<file path="src/rtl/stg_rt_pkg.sv">
// Shared sizing and state encodings for the amber retire-side sequence collector.
package stg_rt_pkg;

    localparam int ADDR_W      = 16;
    localparam int DATA_W      = 32;
    localparam int LEN_W       = 3;
    localparam int MAX_SEQ_DEF = 4;

    typedef enum logic {
        S_IDLE = 1'b0,
        S_SEQ  = 1'b1
    } state_t;

endpackage

</file>
<file path="src/rtl/stg_rt.sv">
// Collapses first/last-marked micro-op expansions into one registered retire event; latency 1.
// No backpressure: iw_stall freezes all state and outputs, iw_flush drops any partial sequence.
module stg_rt
    import stg_rt_pkg::*;
#(
    parameter int MAX_SEQ = MAX_SEQ_DEF,
    parameter int CNT_W   = 32
) (
    input  logic              iw_clk,
    input  logic              iw_rst,
    input  logic              iw_uop_valid,
    input  logic              iw_uop_first,
    input  logic              iw_uop_last,
    input  logic [ADDR_W-1:0] iw_pc,
    input  logic [DATA_W-1:0] iw_instr,
    input  logic              iw_flush,
    input  logic              iw_stall,
    output logic              ow_ret_valid,
    output logic [ADDR_W-1:0] ow_ret_pc,
    output logic [LEN_W-1:0]  ow_ret_len,
    output logic [DATA_W-1:0] ow_ret_instr,
    output logic              ow_int_ok,
    output logic              ow_seq_err,
    output logic [CNT_W-1:0]  ow_ret_cnt
);

    state_t              state_q, state_d;
    logic [ADDR_W-1:0]   pc_hold_q, pc_hold_d;
    logic [LEN_W-1:0]    len_q, len_d;
    logic                ret_valid_q, ret_valid_d;
    logic [ADDR_W-1:0]   ret_pc_q, ret_pc_d;
    logic [LEN_W-1:0]    ret_len_q, ret_len_d;
    logic [DATA_W-1:0]   ret_instr_q, ret_instr_d;
    logic                seq_err_q, seq_err_d;
    logic [CNT_W-1:0]    ret_cnt_q, ret_cnt_d;
    logic                start_new;
    logic [LEN_W-1:0]    len_inc;

    assign len_inc = len_q + LEN_W'(1);

    always_comb begin
        state_d     = state_q;
        pc_hold_d   = pc_hold_q;
        len_d       = len_q;
        ret_valid_d = ret_valid_q;
        ret_pc_d    = ret_pc_q;
        ret_len_d   = ret_len_q;
        ret_instr_d = ret_instr_q;
        seq_err_d   = seq_err_q;
        ret_cnt_d   = ret_cnt_q;
        start_new   = 1'b0;

        if (iw_flush) begin
            state_d     = S_IDLE;
            len_d       = '0;
            ret_valid_d = 1'b0;
        end else if (!iw_stall) begin
            ret_valid_d = 1'b0;
            if (iw_uop_valid) begin
                if (state_q == S_IDLE) begin
                    if (iw_uop_first) start_new = 1'b1;
                    else              seq_err_d = 1'b1;
                end else if (iw_uop_first) begin
                    // Abandon the partial sequence, then handle the new op as if idle.
                    seq_err_d = 1'b1;
                    state_d   = S_IDLE;
                    len_d     = '0;
                    start_new = 1'b1;
                end else if (iw_pc != pc_hold_q) begin
                    seq_err_d = 1'b1;
                    state_d   = S_IDLE;
                    len_d     = '0;
                end else if (iw_uop_last) begin
                    ret_valid_d = 1'b1;
                    ret_pc_d    = pc_hold_q;
                    ret_len_d   = len_inc;
                    ret_instr_d = iw_instr;
                    ret_cnt_d   = ret_cnt_q + CNT_W'(1);
                    state_d     = S_IDLE;
                    len_d       = '0;
                end else if (len_inc == LEN_W'(MAX_SEQ)) begin
                    seq_err_d = 1'b1;
                    state_d   = S_IDLE;
                    len_d     = '0;
                end else begin
                    len_d = len_inc;
                end

                if (start_new) begin
                    if (iw_uop_last) begin
                        ret_valid_d = 1'b1;
                        ret_pc_d    = iw_pc;
                        ret_len_d   = LEN_W'(1);
                        ret_instr_d = iw_instr;
                        ret_cnt_d   = ret_cnt_q + CNT_W'(1);
                    end else begin
                        pc_hold_d = iw_pc;
                        len_d     = LEN_W'(1);
                        state_d   = S_SEQ;
                    end
                end
            end
        end
    end

    always_ff @(posedge iw_clk or posedge iw_rst) begin
        if (iw_rst) begin
            state_q     <= S_IDLE;
            pc_hold_q   <= '0;
            len_q       <= '0;
            ret_valid_q <= 1'b0;
            ret_pc_q    <= '0;
            ret_len_q   <= '0;
            ret_instr_q <= '0;
            seq_err_q   <= 1'b0;
            ret_cnt_q   <= '0;
        end else begin
            state_q     <= state_d;
            pc_hold_q   <= pc_hold_d;
            len_q       <= len_d;
            ret_valid_q <= ret_valid_d;
            ret_pc_q    <= ret_pc_d;
            ret_len_q   <= ret_len_d;
            ret_instr_q <= ret_instr_d;
            seq_err_q   <= seq_err_d;
            ret_cnt_q   <= ret_cnt_d;
        end
    end

    assign ow_ret_valid = ret_valid_q;
    assign ow_ret_pc    = ret_pc_q;
    assign ow_ret_len   = ret_len_q;
    assign ow_ret_instr = ret_instr_q;
    assign ow_seq_err   = seq_err_q;
    assign ow_ret_cnt   = ret_cnt_q;
    assign ow_int_ok    = (state_q == S_IDLE);

endmodule

</file>
<file path="config.mk">
export PLATFORM = sky130hd
export DESIGN_NAME = stg_rt
export DESIGN_NICKNAME = d
export VERILOG_FILES = /design/src/rtl/stg_rt_pkg.sv /design/src/rtl/stg_rt.sv
export SDC_FILE = /design/constraint.sdc
export NUM_CORES = 1
export LEC_CHECK = 0
export BUFFER_PORTS_ARGS = -buffer_cell sky130_fd_sc_hd__buf_2
export CAP_MARGIN = 10
export CORE_ASPECT_RATIO = 1.25
export CORE_MARGIN = 1
export CORE_UTILIZATION = 40
export CTS_CLUSTER_SIZE = 20
export DETAILED_ROUTE_END_ITERATION = 6
export HOLD_SLACK_MARGIN = 0.08
export PLACE_DENSITY = 0.7
export SLEW_MARGIN = 30
export SYNTH_ARGS = -nofsm -noshare
export SYNTH_HDL_FRONTEND = slang
export SYNTH_SLANG_ARGS = --single-unit
</file>
<file path="constraint.sdc">
create_clock -name iw_clk -period 4.5 [get_ports iw_clk]
set_clock_uncertainty 0.1 [all_clocks]
set_input_delay 0.675 -clock iw_clk [delete_from_list [all_inputs] [get_ports iw_clk]]
set_output_delay 0.675 -clock iw_clk [all_outputs]
set_load 0.05 [all_outputs]
</file>
==> key figures, run 1 <==
Run status
  • Status: completed

Placement
  • HPWL after DPL: 8260 um
  • Gpl congestion: 0.773
  • Port buffer count: 140

Synth
  • Syn Area/Cell: 10.2 um2
  • Post-synthesis compound-gate area fraction: 7.46%
  • Post-synth top flop: dfrtp_1
  • Synth top area cells: dfrtp_1, nand2_1, xnor2_1
  • Netlist Area Pre-Place: 4830 um2
  • Register area share after synthesis: 54.4%
  • Post-Synth Adder-Cell Area: 1.04%
  • Mapped Nets: 533
  • Synth area leader: dfrtp_1
  • Top cell type's share of synthesized area: 54.4%
  • Yosys warning count: 0
  • Synthesized flop and latch total: 105
  • Post-synthesis xor/xnor area fraction: 8.53%
  • Asr flop ratio synth: 100%
  • Number of synthesized flops with an enable pin: 0
  • Multiplexer area fraction after synthesis: 3.73%
  • Synth Area in Simple Gates: 21.8%
  • Largest family of logic cells by synthesized area: simple AND/OR/NAND/NOR gates
  • Number of distinct library cells after synthesis: 43
  • Mapped Cells: 474

Setup path
  • Worst Path Required: 4680 ps
  • Crit-path most repeated cell: nand2_1
  • CP max FO: 31
  • CP top delay family: simple AND/OR/NAND/NOR gates
  • Critical Path Source Type: input port
  • FF-to-FF setup slack: 1800 ps
  • Buffers and inverters on the worst path: 2
  • Worst r2r dst: ow_ret_instr[17]
  • FF-to-FF Start: pc_hold_q[10]
  • Critical Setup Path Class: input port to register
  • Critical path's slowest cell: a31o_2
  • Worst path max stage delay: 710 ps
  • Worst Reg-to-Reg Cells: 7
  • CP Cell Sequence: buf_2, nor2b_4, and2b_1, and2_1, a31o_2, buf_4, nand2_1, nand2_1
  • CP endpoint kind: register
  • Worst Path Arrival: 2980 ps

Route
  • Routed vias: 3872
  • Drt wl/cell: 15.2 um
  • Routed Antenna Nets: 0
  • First DRT Iteration DRCs: 127
  • Detailed-route wire length: 11700 um
  • Detailed Routing Iterations Pass 1: 4
  • Vias/cell: 5.03
  • DR DRC count: 0

Layout
  • Area delta synth->final: 23.4%
  • Most common cell after layout, fill and taps aside: buf_2
  • Nets: 665
  • Diode count: 0
  • Commonest cells after routing, fill and taps aside: buf_2, nand2_1, dfrtp_1
  • Share of layout cells above drive strength 1: 30.2%
  • FILL cells: 1109

Die
  • Die W: 100 um
  • Ports: 141
  • Die Y: 125 um
  • Std-Cell Rows: 44
  • Initial Util: 41.4%
  • Die ar.: 12500 um2
  • Core area: 11700 um2

Timing
  • Setup Viol. Count Final: 0
  • Measured slew at the worst slew-check pin: 791 ps
  • Fin. max-slew vios: 0
  • Rel. slew slack: 47.3%
  • Max Freq: 357 MHz
  • Fin Setup TNS: 0 ps
  • Tmin final: 2800 ps
  • RSZ-0062 raised after global routing: false
  • Final Hold Fails: 0
  • Tcrit/Tclk final: 62.2%

GRT
  • Largest net degree at the start of global routing: 90
  • Initial antenna violation count: 0
  • Grt ovf: 0
  • Vias in the first global route: 3778
  • GRT Util Overall: 19.4%
  • Global-route wire length before repair: 18900 um

Clocking
  • H-tree levels: 3
  • CTS tree: built
  • Clock Pin Slew Worst Setup and Hold Paths: 60 ps
  • # hold bufs at CTS: 0
  • Num CTS Buffers: 9
  • Clk sinks: 105
  • # resized after CTS: 0
  • Root Driver: clkbuf_16
  • Post-CTS setup buffers: 0
  • Clock Latency Late Sink: 340 ps
  • Clock tree buffer depth: 2

Min path
  • Hold path depth: 2
  • Worst min-delay path class: register to register
  • Hold path endpoint: ow_ret_instr[19]
  • Hold Startpoint: ow_ret_instr[19]

Power
  • Static leakage: 2.95 nW
  • P per Cell Area: 458 nW/um2
  • Max VDD drop: 0.000225 V
  • Tot Pwr: 2.73 mW

Flow run
  • Max-cap violations: 0
worst min-delay path, cell delays in order (launching register included):
cell and delay, ps:
dfrtp_1 340, nand2_1 50, nand2_1 50
synth_stat cells, types with 4 or more instances:
cell and instances:
nor3_1 10, inv_1 12, o22a_1 13, clkbuf_1 10, nand4_1 10, nor2_1 22
nand2_1 116, a21oi_1 15, dfrtp_1 105, nor2b_1 15, mux2_2 16, ha_1 4
a31oi_1 5, a22oi_1 4, xor2_1 9, xnor2_1 38, and2_1 4, buf_2 11
nand3_1 14, o21ai_0 6
per-layer routing:
layer  GRT usage (%)  vias to the layer above  share of wire [%]
li1                -                     1851                  -
met1            24.1                     1897                 42
met2            33.3                       99                 52
met3            2.36                       25                3.2
met4            8.95                        0                2.7
met5               0                        -                  0
cell families (layout without fill, tap and decap cells):
| kind of cell | after synthesis | count (layout) |
|---|---|---|
| xor gates and xnor gates | 47 | 47 |
| AOI/OAI and AO/OA | 53 | 53 |
| muxes | 16 | 16 |
| and+or+nand+nor | 215 | 215 |
| buffers and inverters | 34 | 169 |
| DFF | 105 | 105 |
| adders and majority gates | 4 | 4 |
area by class of cell:
cell class / instances / area [um2] / area share, %
timing repair buffer: 143 / 723 / 12.1
multi-input combinational: 335 / 2070 / 34.8
clock inverter: 3 / 42.5 / 0.714
sequential: 105 / 2630 / 44.1
inverter: 12 / 50.0 / 0.840
clock buffer: 11 / 243 / 4.07
tap: 161 / 201 / 3.38
metrics by stage:
| stage | utilization [%] | cell area (um2) | instances | setup slack (ps) | hold slack, ps |
|---|---|---|---|---|---|
| floorplan | - | 4830 | 474 | 964 | 354 |
| global placement | 48.6 | 5670 | 756 | 1440 | 353 |
| detailed placement | 48.6 | 5670 | 756 | 1370 | 358 |
| CTS | 51.1 | 5960 | 770 | 1720 | 378 |
| global route | 51.1 | 5960 | 770 | 1490 | 399 |
| finish | 51.1 | 5960 | 770 | 1700 | 375 |
power by group:
group	internal [mW]	leakage [nW]	switching, mW
logic	0.213	1.50	0.563
clock network	0.440	0.137	0.333
registers	1.08	1.31	0.100
worst max path at each step:
stage	endpoint	cells after the start	from
5_1_grt	ow_ret_instr[5]	8	iw_pc[10]
6_report	ow_ret_instr[17]	8	iw_stall
2_1_floorplan	len_q[0]	1	iw_rst
4_1_cts	ow_ret_instr[17]	8	iw_stall
3_3_place_gp	ow_ret_instr[31]	8	iw_stall
3_5_place_dp	ow_ret_instr[2]	8	iw_stall
state kept, by name (all words and copies together), names as in the netlist:
name,count
ow_ret_cnt,32
state_q,1
ow_ret_instr,32
pc_hold_q,16
ow_ret_valid,1
ow_ret_pc,16
ow_seq_err,1
len_q,3
ow_ret_len,3
Note: power is estimated with default switching activity, not from simulation.
==> run 2: changes to the inputs <==
ABC_AREA = 1   (was not set)
clock period = 2.28 ns   (was 4.5 ns; I/O delays follow)
==> run 2 against run 1 <==
Global-route usage rose by 1.6 points. Via count rose by 56%. Design area rose by 26%. Hold slack got worse by 230 ps. Sequential cell count did not move. Sequential share of layout area fell by 8.9 points.
==> key figures, run 2 <==
GRT
  • Global-route wire length before repair: 26800 um
  • Vias in the first global route: 5684
  • Largest net degree at the start of global routing: 67
  • Grt ovf: 0
  • Initial antenna violation count: 0
  • GRT Util Overall: 21.0%

Run status
  • Status: completed

Setup path
  • Worst Path Arrival: 2170 ps
  • Worst path max stage delay: 380 ps
  • Worst Path Required: 2410 ps
  • CP top delay family: simple AND/OR/NAND/NOR gates
  • Crit-path most repeated cell: nand2_1
  • Critical Path Source Type: register
  • Critical Setup Path Class: register to register
  • Buffers and inverters on the worst path: 3
  • CP Cell Sequence: inv_1, nand2_1, nand2_1, nor2_1, nand2_1, nor2_2, nand4_4, buf_12, clkinv_1, nand2_1, o211ai_1, nand2_1
  • CP endpoint kind: register
  • Critical path's slowest cell: dfrtp_1
  • CP max FO: 66

Clocking
  • Clock Latency Late Sink: 350 ps
  • Root Driver: clkbuf_16
  • Clk sinks: 105
  • Post-CTS setup buffers: 0
  • H-tree levels: 3
  • Clock tree buffer depth: 2
  • CTS tree: built
  • Num CTS Buffers: 9
  • Clock Pin Slew Worst Setup and Hold Paths: 70 ps

Layout
  • Commonest cells after routing, fill and taps aside: nand2_1, buf_2, dfrtp_1
  • Share of layout cells above drive strength 1: 19.0%
  • Nets: 1084
  • Final core utilization: 49.8%
  • Area delta synth->final: 21.1%
  • Diode count: 0
  • Most common cell after layout, fill and taps aside: nand2_1

Die
  • Die ar.: 15900 um2
  • Core area: 15000 um2
  • Die Y: 141 um
  • Die W: 113 um
  • Ports: 141
  • Initial Util: 41.1%
  • Std-Cell Rows: 50

Placement
  • HPWL after DPL: 11400 um
  • Pre-CTS setup slack: 166 ps
  • Port buffer count: 140
  • Gpl congestion: 0.852

Timing
  • Hold WS: 146 ps
  • Measured slew at the worst slew-check pin: 609 ps
  • Final setup margin: 240 ps
  • Fin. max-slew vios: 0
  • Setup Viol. Count Final: 0
  • Rel. slew slack: 59.3%
  • Tmin final: 2040 ps
  • Fin Setup TNS: 0 ps
  • Tcrit/Tclk final: 89.5%
  • Max Freq: 490 MHz
  • RSZ-0062 raised after global routing: false
  • Final Hold Fails: 0

Power
  • P per Cell Area: 805 nW/um2
  • Max VDD drop: 0.000512 V
  • Static leakage: 4.07 nW
  • Tot Pwr: 6.02 mW

Synth
  • Synth top area cells: dfrtp_1, nand2_1, inv_1
  • Netlist Area Pre-Place: 6180 um2
  • Mapped Cells: 890
  • Syn Area/Cell: 6.94 um2
  • Synth area leader: dfrtp_1
  • Asr flop ratio synth: 100%
  • Register area share after synthesis: 42.5%
  • Top-count cell post-synth: nand2_1
  • Synthesized flop and latch total: 105
  • Post-synth top flop: dfrtp_1
  • Mapped Nets: 949
  • Synth cell count leaders: nand2_1, dfrtp_1, inv_1
  • Top cell type's share of synthesized area: 42.5%
  • Yosys warning count: 0
  • Number of distinct library cells after synthesis: 32
  • Number of synthesized flops with an enable pin: 0

Route
  • Routed vias: 6046
  • DR DRC count: 0
  • Drt wl/cell: 13.4 um
  • Detailed-route wire length: 16200 um
  • Detailed Routing Iterations Pass 1: 4
  • Routed Antenna Nets: 0
  • Vias/cell: 5.00
  • First DRT Iteration DRCs: 334

Flow run
  • Max-cap violations: 0

Min path
  • Worst min-delay path class: input port to register
-- run 2: metrics by stage --
| step | area [um2] | instances |
|---|---|---|
| 6_report | 7480 | 1210 |
| 5_1_grt | 7480 | 1210 |
| 4_1_cts | 7470 | 1210 |
| 3_5_place_dp | 7160 | 1195 |
| 3_3_place_gp | 7160 | 1195 |
| 2_1_floorplan | 6180 | 890 |
-- run 2: final timing paths --
kind | startpoint | to | slack, ps | depth (start not counted)
max | pc_hold_q[0] | ow_ret_len[2] | 240 | 12
min in group asynchronous | iw_rst | ow_ret_instr[9] | 520 | 3
max in group asynchronous | iw_rst | ow_ret_instr[30] | 940 | 4
max reg2reg | pc_hold_q[0] | ow_ret_len[2] | 240 | 12
min | iw_flush | ow_ret_valid | 150 | 2
min reg2reg | ow_ret_cnt[31] | ow_ret_cnt[31] | 390 | 1
-- run 2: where the power goes --
group | internal (mW) | switching (mW)
registers | 2.16 | 0.262
clock network | 0.930 | 0.687
logic | 0.536 | 1.45
total | 3.62 | 2.40
-- run 2: per-layer routing --
layer  up-vias  track usage [%]  routed length (um)
li1       3110                -                   -
met1      2769             25.4                7080
met2       151             37.3                8060
met3        16             3.74                 794
met4         0             7.69                 246
met5         -                0                   0
-- run 2: layout make-up --
type	count	area, um2
fillers	1504	7540
inverters	106	403
clock inverters	2	37.5
flip-flops and latches	105	2630
repair buffers	163	913
multi-input cells	640	3000
well taps	182	228
clock buffers	12	267
-- run 2: cells by family (layout without fill, tap and decap cells) --
kind of cell | count (synthesis) | in the layout | share of synthesized area [%]
compound gates | 139 | 139 | 13.4
xor+xnor | 15 | 15 | 2.13
fa+ha+maj | 4 | 4 | 0.810
buf+inv | 145 | 283 | 9.04
flops | 105 | 105 | 42.5
simple gates | 482 | 482 | 32.1
-- run 2: timing repair --
item                                    in CTS  in global routing
hold buffers                                 1                  0
endpoints found under the setup margin       0                  2
resized for setup                            0                  2
endpoints found under the hold margin       23                  0
==> run 3: changes to the inputs <==
PLACE_DENSITY = 0.68   (was 0.7)
clock period = 2.3 ns   (was 2.28 ns; I/O delays follow)
==> run 3 against run 2 <==
Count of clock-buffer cells in the layout stayed put. Cell count stayed put. Power is 1.2% higher. Fmax is 4.8% lower. Core utilization is 0.19 points higher. Critical endpoint is now ow_ret_cnt[20]. Highest routed layer unchanged.
==> key figures, run 3 (synthesized netlist as in run 2, its figures left out) <==
Run status
  • Status: completed

Die
  • Die W: 113 um
  • Ports: 141
  • Die ar.: 15900 um2
  • Core area: 15000 um2
  • Die Y: 141 um
  • Initial Util: 41.1%
  • Std-Cell Rows: 50

Route
  • Routed Antenna Nets: 0
  • Drt wl/cell: 13.3 um
  • Vias/cell: 5.04
  • DR DRC count: 0
  • First DRT Iteration DRCs: 338
  • Detailed-route wire length: 16100 um
  • Detailed Routing Iterations Pass 1: 5
  • Routed vias: 6104

Timing
  • Tcrit/Tclk final: 93.1%
  • Measured slew at the worst slew-check pin: 534 ps
  • Fin. max-slew vios: 0
  • Max Freq: 467 MHz
  • Fin Setup TNS: 0 ps
  • Rel. slew slack: 64.3%
  • Tmin final: 2140 ps
  • Setup Viol. Count Final: 0
  • RSZ-0062 raised after global routing: false
  • Final Hold Fails: 0

Power
  • P per Cell Area: 812 nW/um2
  • Static leakage: 4.08 nW
  • Tot Pwr: 6.10 mW
  • Max VDD drop: 0.000371 V

GRT
  • Vias in the first global route: 5444
  • GRT Util Overall: 20.6%
  • Largest net degree at the start of global routing: 52
  • Grt ovf: 0
  • Global-route wire length before repair: 26200 um
  • Initial antenna violation count: 0

Setup path
  • CP endpoint kind: register
  • Critical Path Source Type: register
  • Critical Setup Path Class: register to register
  • CP max FO: 5
  • Worst Path Required: 2440 ps
  • Worst Path Arrival: 2290 ps

Clocking
  • Post-CTS setup buffers: 0
  • Clock tree buffer depth: 2
  • Root Driver: clkbuf_16
  • H-tree levels: 3
  • CTS tree: built
  • Clock Pin Slew Worst Setup and Hold Paths: 70 ps
  • Clk sinks: 105
  • Num CTS Buffers: 9
  • Clock Latency Late Sink: 350 ps

Flow run
  • Max-cap violations: 0

Layout
  • Area delta synth->final: 21.6%
  • Diode count: 0
  • Share of layout cells above drive strength 1: 19.1%
  • Commonest cells after routing, fill and taps aside: nand2_1, buf_2, dfrtp_1
  • Finished Cell Area: 7510 um2
  • Nets: 1082
  • Most common cell after layout, fill and taps aside: nand2_1

Placement
  • Port buffer count: 140
  • Placed Area: 7120 um2
  • HPWL after DPL: 11100 um
  • Gpl congestion: 0.881

Min path
  • Worst min-delay path class: input port to register
-- run 3: what timing repair did --
item                                    CTS  global route
hold endpoints to repair                 19             0
endpoints found under the setup margin    0            51
hold buffers                              1             0
resized for setup                         0             6
-- run 3: cell type report --
cell class | instances | area, um2
Fill cell | 1544 | 7510
Multi-Input combinational cell | 641 | 3020
Sequential cell | 105 | 2630
Timing Repair Buffer | 160 | 886
Inverter | 106 | 403
Clock buffer | 12 | 267
Tap cell | 182 | 228
Clock inverter | 4 | 73.8
-- run 3: critical path, cell delays in order (launching register included) --
cell,delay (ps)
dfrtp_2,400
ha_1,200
nand3_1,170
nor2_4,130
nand3_1,150
nor3_2,280
nand3_1,190
nor2_1,140
nand2_1,80
xor2_1,140
inv_1,50
-- run 3: metal layers --
metal	global-route usage [%]	vias to the layer above	share of wire [%]
met3	4.47	13	5.4
li1	-	3103	-
met1	26.0	2845	45
met5	0	-	0
met2	35.2	143	49
met4	6.23	0	1.2
-- run 3: where the power goes --
part | internal (mW) | leakage (nW) | switching, mW
logic | 0.531 | 2.56 | 1.44
registers | 2.14 | 1.35 | 0.251
clock network | 1.04 | 0.169 | 0.693
-- run 3: through the flow --
| step | hold slack, ps | setup WS (ps) | instances | utilization (%) |
|---|---|---|---|---|
| 2_1_floorplan | 352 | 96.2 | 890 | - |
| 3_3_place_gp | 304 | 97.1 | 1192 | 47.4 |
| 3_5_place_dp | 305 | 63.8 | 1192 | 47.4 |
| 4_1_cts | 139 | 54.3 | 1209 | 49.8 |
| 5_1_grt | 171 | 18.9 | 1210 | 50.0 |
| 6_report | 153 | 158 | 1210 | 50.0 |
-- run 3: path summary, 6_finish.rpt --
check / start / end / slack [ps] / cells past startpoint
worst max-delay path: ow_ret_cnt[1] / ow_ret_cnt[20] / 160 / 10
worst min-delay path: iw_flush / ow_ret_valid / 150 / 2
worst max register to register: ow_ret_cnt[1] / ow_ret_cnt[20] / 160 / 10
worst min register to register: ow_ret_cnt[31] / ow_ret_cnt[31] / 390 / 1
max in group asynchronous: iw_rst / ow_ret_instr[29] / 1000 / 4
min in group asynchronous: iw_rst / ow_ret_cnt[9] / 470 / 3
